`src/rtl/psr_flag_unit_if.sv`:
```
// rtl/psr_flag_unit_if.sv - execute/decode-side signal bundle for the flag register and branch stage
interface psr_flag_unit_if #(
  parameter int DEPTH = 4
);
  logic [4:0]                   status_in;
  logic                         status_we;
  logic                         stall;
  logic                         save;
  logic                         restore;
  logic [3:0]                   cond;
  logic                         cond_valid;
  logic [4:0]                   flags;
  logic                         taken;
  logic                         taken_valid;
  logic [$clog2(DEPTH+1)-1:0]   depth;
  logic                         ovf_err;
  logic                         unf_err;

  modport master (
    output status_in, status_we, stall, save, restore, cond, cond_valid,
    input  flags, taken, taken_valid, depth, ovf_err, unf_err
  );

  modport slave (
    input  status_in, status_we, stall, save, restore, cond, cond_valid,
    output flags, taken, taken_valid, depth, ovf_err, unf_err
  );
endinterface

```
`src/rtl/psr_flag_unit.sv`:
```
// rtl/psr_flag_unit.sv - committed flags, interrupt save/restore LIFO and registered branch decision
module psr_flag_unit #(
  parameter int DEPTH = 4
) (
  input logic            clk,
  input logic            rst,
  psr_flag_unit_if.slave bus
);
  localparam int DW = $clog2(DEPTH + 1);
  localparam int AW = (DEPTH > 1) ? $clog2(DEPTH) : 1;

  logic [4:0]    flags_q, flags_d;
  logic [DW-1:0] depth_q, depth_d;
  logic          taken_q, taken_d;
  logic          taken_valid_q, taken_valid_d;
  logic          ovf_q, ovf_d;
  logic          unf_q, unf_d;
  logic [4:0]    stack_q [DEPTH];

  logic          push_req, pop_req, full, empty, do_push, do_pop, cond_hit;
  logic [4:0]    top;

  // save and restore together cancel each other out entirely
  assign push_req = bus.save & ~bus.restore;
  assign pop_req  = bus.restore & ~bus.save;
  assign full     = (depth_q == DW'(DEPTH));
  assign empty    = (depth_q == '0);
  assign do_push  = push_req & ~full & ~bus.stall;
  assign do_pop   = pop_req & ~empty & ~bus.stall;
  assign top      = stack_q[AW'(depth_q - DW'(1))];

  // branch condition sees the flags being committed this cycle
  always_comb begin
    cond_hit = 1'b0;
    case (bus.cond)
      4'd0:    cond_hit = 1'b1;
      4'd1:    cond_hit = 1'b0;
      4'd2:    cond_hit = flags_d[2];
      4'd3:    cond_hit = ~flags_d[2];
      4'd4:    cond_hit = flags_d[4];
      4'd5:    cond_hit = ~flags_d[4];
      4'd6:    cond_hit = flags_d[0];
      4'd7:    cond_hit = ~flags_d[0];
      4'd8:    cond_hit = flags_d[1];
      4'd9:    cond_hit = ~flags_d[1];
      4'd10:   cond_hit = flags_d[3];
      4'd11:   cond_hit = flags_d[4] & ~flags_d[2];
      4'd12:   cond_hit = ~flags_d[4] | flags_d[2];
      default: cond_hit = 1'b0;
    endcase
  end

  always_comb begin
    flags_d       = flags_q;
    depth_d       = depth_q;
    taken_d       = taken_q;
    taken_valid_d = taken_valid_q;
    ovf_d         = ovf_q;
    unf_d         = unf_q;
    if (!bus.stall) begin
      if (do_pop) begin
        flags_d = top;
      end else if (bus.status_we) begin
        flags_d = bus.status_in;
      end
      if (do_push) depth_d = depth_q + DW'(1);
      if (do_pop)  depth_d = depth_q - DW'(1);
      if (push_req && full)  ovf_d = 1'b1;
      if (pop_req && empty)  unf_d = 1'b1;
      taken_valid_d = bus.cond_valid;
      taken_d       = bus.cond_valid & cond_hit;
    end
  end

  always_ff @(posedge clk or posedge rst) begin
    if (rst) begin
      flags_q       <= '0;
      depth_q       <= '0;
      taken_q       <= 1'b0;
      taken_valid_q <= 1'b0;
      ovf_q         <= 1'b0;
      unf_q         <= 1'b0;
    end else begin
      flags_q       <= flags_d;
      depth_q       <= depth_d;
      taken_q       <= taken_d;
      taken_valid_q <= taken_valid_d;
      ovf_q         <= ovf_d;
      unf_q         <= unf_d;
    end
  end

  // entries above depth are don't-care, so the storage needs no reset
  always_ff @(posedge clk) begin
    if (do_push) stack_q[AW'(depth_q)] <= flags_q;
  end

  assign bus.flags       = flags_q;
  assign bus.depth       = depth_q;
  assign bus.taken       = taken_q;
  assign bus.taken_valid = taken_valid_q;
  assign bus.ovf_err     = ovf_q;
  assign bus.unf_err     = unf_q;
endmodule

```
`src/flat_wrapper.sv`:
```
// flat-port wrapper written by rule: the top's interface ports become plain ports
module psr_flag_unit_flat 
#(
  parameter int DEPTH = 4
)
  (clk, rst, bus_status_in, bus_status_we, bus_stall, bus_save, bus_restore, bus_cond, bus_cond_valid, bus_flags, bus_taken, bus_taken_valid, bus_depth, bus_ovf_err, bus_unf_err);
  psr_flag_unit_if #(.DEPTH(DEPTH)) bus_i ();
  input logic clk;
  input logic rst;
  input wire logic [$bits(bus_i.status_in)-1:0] bus_status_in;
  input wire logic [$bits(bus_i.status_we)-1:0] bus_status_we;
  input wire logic [$bits(bus_i.stall)-1:0] bus_stall;
  input wire logic [$bits(bus_i.save)-1:0] bus_save;
  input wire logic [$bits(bus_i.restore)-1:0] bus_restore;
  input wire logic [$bits(bus_i.cond)-1:0] bus_cond;
  input wire logic [$bits(bus_i.cond_valid)-1:0] bus_cond_valid;
  output wire logic [$bits(bus_i.flags)-1:0] bus_flags;
  output wire logic [$bits(bus_i.taken)-1:0] bus_taken;
  output wire logic [$bits(bus_i.taken_valid)-1:0] bus_taken_valid;
  output wire logic [$bits(bus_i.depth)-1:0] bus_depth;
  output wire logic [$bits(bus_i.ovf_err)-1:0] bus_ovf_err;
  output wire logic [$bits(bus_i.unf_err)-1:0] bus_unf_err;
  assign bus_i.status_in = bus_status_in;
  assign bus_i.status_we = bus_status_we;
  assign bus_i.stall = bus_stall;
  assign bus_i.save = bus_save;
  assign bus_i.restore = bus_restore;
  assign bus_i.cond = bus_cond;
  assign bus_i.cond_valid = bus_cond_valid;
  assign bus_flags = bus_i.flags;
  assign bus_taken = bus_i.taken;
  assign bus_taken_valid = bus_i.taken_valid;
  assign bus_depth = bus_i.depth;
  assign bus_ovf_err = bus_i.ovf_err;
  assign bus_unf_err = bus_i.unf_err;
  psr_flag_unit #(.DEPTH(DEPTH)) u_core (.clk(clk), .rst(rst), .bus(bus_i));
endmodule
```
`config.mk`:
```
export PLATFORM = sky130hd
export DESIGN_NAME = psr_flag_unit_flat
export DESIGN_NICKNAME = d
export VERILOG_FILES = /design/src/rtl/psr_flag_unit_if.sv /design/src/rtl/psr_flag_unit.sv /design/src/flat_wrapper.sv
export SDC_FILE = /design/constraint.sdc
export NUM_CORES = 1
export LEC_CHECK = 0
export CAP_MARGIN = 0
export CORE_ASPECT_RATIO = 0.9
export CORE_MARGIN = 4
export CORE_UTILIZATION = 52
export CTS_CLUSTER_DIAMETER = 60
export DETAILED_ROUTE_END_ITERATION = 16
export PLACE_DENSITY_LB_ADDON = 0.05
export SLEW_MARGIN = 10
export SYNTH_ARGS = -nofsm -noshare
export SYNTH_HDL_FRONTEND = slang
export SYNTH_SLANG_ARGS = --single-unit
```
`constraint.sdc`:
```
create_clock -name clk -period 3.2 [get_ports clk]
set_clock_uncertainty 0.2 [all_clocks]
set_input_delay 0.32 -clock clk [delete_from_list [all_inputs] [get_ports clk]]
set_output_delay 0.32 -clock clk [all_outputs]
set_load 0.01 [all_outputs]
```
After elaboration in Yosys (flattened, before gate mapping)
Memory sizes are Yosys's and may differ from the RTL's. Index checks and enable logic that the tools add are counted.

Memories: 1. Bits in latches: 0. ROM bits: 0. Output and inout bits: 12. Bits of input ports: 16. Register bits: 12. RAM bits: 20. Word-level logic and storage cells: 55.

Memory list: u_core.stack_q (depth 4, width 5, read ports 1, clocked after memory_dff 0, wr ports 1, line psr_flag_unit.sv:18) `logic [4:0] stack_q [DEPTH];`.

Bitwise operators: 18. $lt $le $gt $ge: 0. Eq/ne operators: 12. Div/mod/pow operators: 0. $mul: 0. Reductions and logical operators: 8. Add/subtract/negate cells: 2. Shift operators: 0. Mux-type cells: 8.

Operator list (number): 4-bit == test, second input constant (5); 4-bit by 3-bit == test with 1-bit output, second input constant (4); 5-bit 2-to-1 mux (3); 1-bit case mux with 12 select lines (1); 1-bit inverter (9); 1-bit bitwise AND (8); 4-bit by 2-bit == test with 1-bit output, second input constant (2); 3-bit 2-to-1 mux (2); 2-bit AND reduction (3); 4-bit zero test (1); 3-bit by 1-bit adder with 3-bit output, second input constant (1); 3-bit == test, second input constant (1); 3-bit zero test (1); 3-bit by 1-bit subtractor with 3-bit output, second input constant (1); 1-bit logical AND (2); 1-bit 2-to-1 mux (2); 2-bit nonzero test (1); 1-bit bitwise OR (1).

Longest topological paths before layout
Depth after elaboration: 10. Mapped depth: 10. Mapped depth without buffers: 8.

Least setup slack after synthesis
Ideal clock, no wire load.

Kind: register to register. From: reg u_core.depth_q[0] (netlist: u_core.bus.depth[0]). To: reg u_core.taken_q (netlist: u_core.bus.taken). Buffers on the path: 2. Period minus slack after synthesis: 2.900 ns. Data required time: 2.874 ns. Setup time: 0.126 ns. Data arrival time: 2.574 ns. Path slack: 0.300 ns. Cell stages (with the launch flop): 11. Cell sequence: dfrtp_1 > buf_6 > inv_1 > ha_1 > buf_4 > mux4_2 > nor3_2 > a2111oi_1 > or4_1 > o31a_1 > a311o_1.

Longest elaborated chain between the ends: 10. Elaborated cells on any way between the ends: 16. Those cells by class: 1 x add/sub; 3 x mux; 10 x bitwise; 1 x reduce/logical; 1 x memory.

RTL lines: from (decl) (line psr_flag_unit.sv:13) `logic [DW-1:0] depth_q, depth_d;`; from (signal assigned) (line psr_flag_unit.sv:85) `depth_q <= depth_d;`; parallel branches: the longest is 4 deep, another holds memory 4 x 5 bit; 5-bit 2-to-1 mux (*) (line psr_flag_unit.sv:61) `if (do_pop) begin`; 5-bit 2-to-1 mux (*) (line psr_flag_unit.sv:60) `if (!bus.stall) begin`; 1-bit inverter, on equally long branches; 1-bit bitwise OR / 1-bit bitwise AND (equally long branches) (line psr_flag_unit.sv:48, psr_flag_unit.sv:47); 1-bit case mux with 12 select lines (*) (line psr_flag_unit.sv:35) `case (bus.cond)`; 1-bit bitwise AND (*) (line psr_flag_unit.sv:71) `taken_d = bus.cond_valid & cond_hit;`; to (signal assigned) (line psr_flag_unit.sv:86) `taken_q <= taken_d;`; to (decl) (line psr_flag_unit.sv:14) `logic taken_q, taken_d;`.

Mark *: on every way between the ends. A chain may end at the register's enable or synchronous reset.

Worst setup path in the final report
From: reg u_core.depth_q[1] (netlist: u_core.bus.depth[1]). To: reg u_core.taken_q (netlist: u_core.bus.taken).

The elaborated chain is that of the path after synthesis.

==> flow_metrics.env <==
export IMPL_status="completed"
export IMPL_fp_dieH_um=62.37
export IMPL_cts_max_level=2
export IMPL_synth_edff_count=20
export IMPL_p_per_area_nw_per_um2=742.7
export IMPL_clock_sinks=32
export IMPL_post_route_util_pct=67.90
export IMPL_final_antenna_net_count=0
export IMPL_p_leak_nw=0.7824
export IMPL_antenna_found_initial=0
export IMPL_first_pass_iters=4
export IMPL_ff2ff_setup_slack_ns=0.24
export IMPL_worstPathMaxFanout=8
export IMPL_hold_slack_ns=0.1688
export IMPL_dieWidth_um=68.41
export IMPL_layout_min_cycle_time_ns=2.957
export IMPL_cts_hold_buf=0
export IMPL_synth_seq_cells=32
export IMPL_ir_drop_mv=0.6221
export IMPL_cts_setup_buffers=0
export IMPL_rsz0062_at_grt="no"
export IMPL_ys_seq_area_share_pct=52.75
export IMPL_critPathCaptureType="flip-flop"
export IMPL_dp_cells=200
export IMPL_grtUsageTotal_pct=20.77
export IMPL_hold_violations=0
export IMPL_r2r_end="u_core.bus.taken$_DFFE_PP0N_"
export IMPL_critPathKind="reg2reg"
export IMPL_worstSkewPairLatency_ns=0.28
export IMPL_rows=19
export IMPL_finalSetupTns_ns=0
export IMPL_yosysUniqueCellTypes=47
export IMPL_design_area_um2=2115
export IMPL_syn_num_nets=155
export IMPL_place_congestion=0.8474
export IMPL_synth_avg_cell_area_um2=12.75
export IMPL_max_slew_margin_rel_pct=56.05
export IMPL_synth_area_leaders="edfxtp_1 (35%), dfrtp_1 (18%), mux4_2 (4.0%)"
export IMPL_synth_most_common_cell="edfxtp_1"
export IMPL_viasPerCell=5.841
export IMPL_syn_inst=134
export IMPL_cts_buffers=5
export IMPL_grt_pass1_vias=1259
export IMPL_grt_busiest_layer="met2"
export IMPL_globalRouteMet3Util_pct=4.856
export IMPL_layout_nets=186
export IMPL_met1_usage_pct=29.19
export IMPL_area_growth_pct=23.81
export IMPL_tightest_slew_ns=0.6553
export IMPL_core_area_um2=3114
export IMPL_root_buffer="clkbuf_8"
export IMPL_netlist_top_cells_count="edfxtp_1 (20), dfrtp_1 (12), a21oi_1 (8)"
export IMPL_cap_violations=0
export IMPL_path_clk_slew_ns=0.07
export IMPL_cts_tree="built"
export IMPL_grt_max_degree=13
export IMPL_post_dp_hpwl_um=2792
export IMPL_grt_overflow_total=0
export IMPL_drive_above_1_share_pct=15.66
export IMPL_vias=1215
export IMPL_cp_required_ns=3.17
export IMPL_grt_pass1_wl_um=6451
export IMPL_layoutNonFillerInstCount=208
export IMPL_yosys_area_top_type="edfxtp_1"
export IMPL_ff2ff_path_depth=8
export IMPL_numPortBuffers=27
export IMPL_die_area_um2=4267
export IMPL_grtUsageMet2_pct=30.99
export IMPL_routedWlPerCell_um=18.05
export IMPL_cp_arrival_ns=2.92
export IMPL_cts_buffer_depth=2
export IMPL_hp_class="in2async"
export IMPL_async_flop_share_pct=37.50
export IMPL_finalSetupViolCount=0
export IMPL_drc=0
export IMPL_diodes=0
export IMPL_post_dp_cell_area_um2=2003
export IMPL_nFillCells=235
export IMPL_start_kind="flip-flop"
export IMPL_synth_warnings=0
export IMPL_synth_area_um2=1708
export IMPL_ioPinCount=28
export IMPL_min_period_over_period_pct=92.39
export IMPL_ctsResizeCount=0
export IMPL_start_util_pct=54.84
export IMPL_fmax_mhz=338.2
export IMPL_synth_top_area_share_pct=35.16
export IMPL_r2r_start="u_core.bus.depth[1]$_DFFE_PP0P_"
export IMPL_drt_iter0_markers=136
export IMPL_totalWireLength_um=3754
export IMPL_final_max_slew_viol_count=0
export IMPL_ys_flop_type="edfxtp_1"
## flip-flops by register name (all words and copies together) (netlist names)
name and cells:
u_core.stack_q 20, u_core.bus.flags 5, u_core.bus.depth 3, u_core.bus.ovf_err 1
u_core.bus.taken 1, u_core.bus.taken_valid 1, u_core.bus.unf_err 1
## worst max path at each step
stage	cells past startpoint	startpoint	to
floorplan	10	u_core.bus.depth[0]$_DFFE_PP0P_	u_core.bus.taken$_DFFE_PP0N_
global placement	8	bus_stall	u_core.bus.taken$_DFFE_PP0N_
detailed placement	8	u_core.bus.depth[1]$_DFFE_PP0P_	u_core.bus.taken$_DFFE_PP0N_
CTS	8	u_core.bus.depth[1]$_DFFE_PP0P_	u_core.bus.taken$_DFFE_PP0N_
global route	8	u_core.bus.depth[1]$_DFFE_PP0P_	u_core.bus.taken$_DFFE_PP0N_
finish	8	u_core.bus.depth[1]$_DFFE_PP0P_	u_core.bus.taken$_DFFE_PP0N_
## kinds of logic (layout without fill, tap and decap cells)
family                     count (synthesis)  after routing  synth area share [%]
AOI/OAI and AO/OA                         28             28                 11.65
xor gates and xnor gates                   3              3                 1.539
adders and majority gates                  5              5                 3.663
buffers and inverters                     13             45                 4.469
DFF                                       32             32                 52.75
muxes                                     10             10                 10.11
and+or+nand+nor                           43             43                 15.83
## critical path, cell delays in order, from the launching register on
cell and delay (ns):
dfrtp_1 0.40, inv_1 0.11, ha_1 0.47, mux4_2 0.35
nor3_1 0.23, a2111oi_0 0.10, or4_1 0.42, o31a_1 0.30
a311o_1 0.27
## power by group
part	total, W	switching [W]	internal [W]
sequential	0.000617	0.0000795	0.000538
combinational	0.000570	0.000281	0.000289
clock	0.000383	0.000153	0.000230
total	0.00157	0.000513	0.00106
## cells in the final DEF (no fill, tap or decap), drive strengths merged, types with 4 or more instances in the layout
cell / Yosys / routed
nor2: 6 / 6
dfrtp: 12 / 12
nor2b: 4 / 4
mux4: 5 / 5
nand2: 7 / 7
clkbuf: 0 / 5
clkdlybuf4s50: 0 / 27
nand2b: 4 / 4
a21oi: 9 / 9
inv: 7 / 7
nor3: 6 / 6
ha: 5 / 5
edfxtp: 20 / 20
## metrics by stage
stage | setup slack, ns | total power [W]
after floorplan | 0.2996 | 0.0009762
after global placement | 0.2613 | 0.001176
after detailed placement | 0.2252 | 0.001197
after CTS | 0.2006 | 0.001584
after global routing | 0.01979 | 0.001672
final | 0.2435 | 0.001570
## area by class of cell
cell class,count,area [um^2],share of cell area [%]
inverters,7,26.28,1.243
multi-input cells,89,730.7,34.56
well taps,42,52.55,2.485
flip-flops and latches,32,900.9,42.60
clock buffers,5,68.82,3.254
clock inverters,3,42.54,2.012
repair buffers,30,292.8,13.85
## routing by layer
layer,vias up,share of wire [%]
met1,598,44
met3,7,6.5
met2,40,48
met5,-,0
li1,570,-
met4,0,1.4
(Power assumes the default switching activity.)
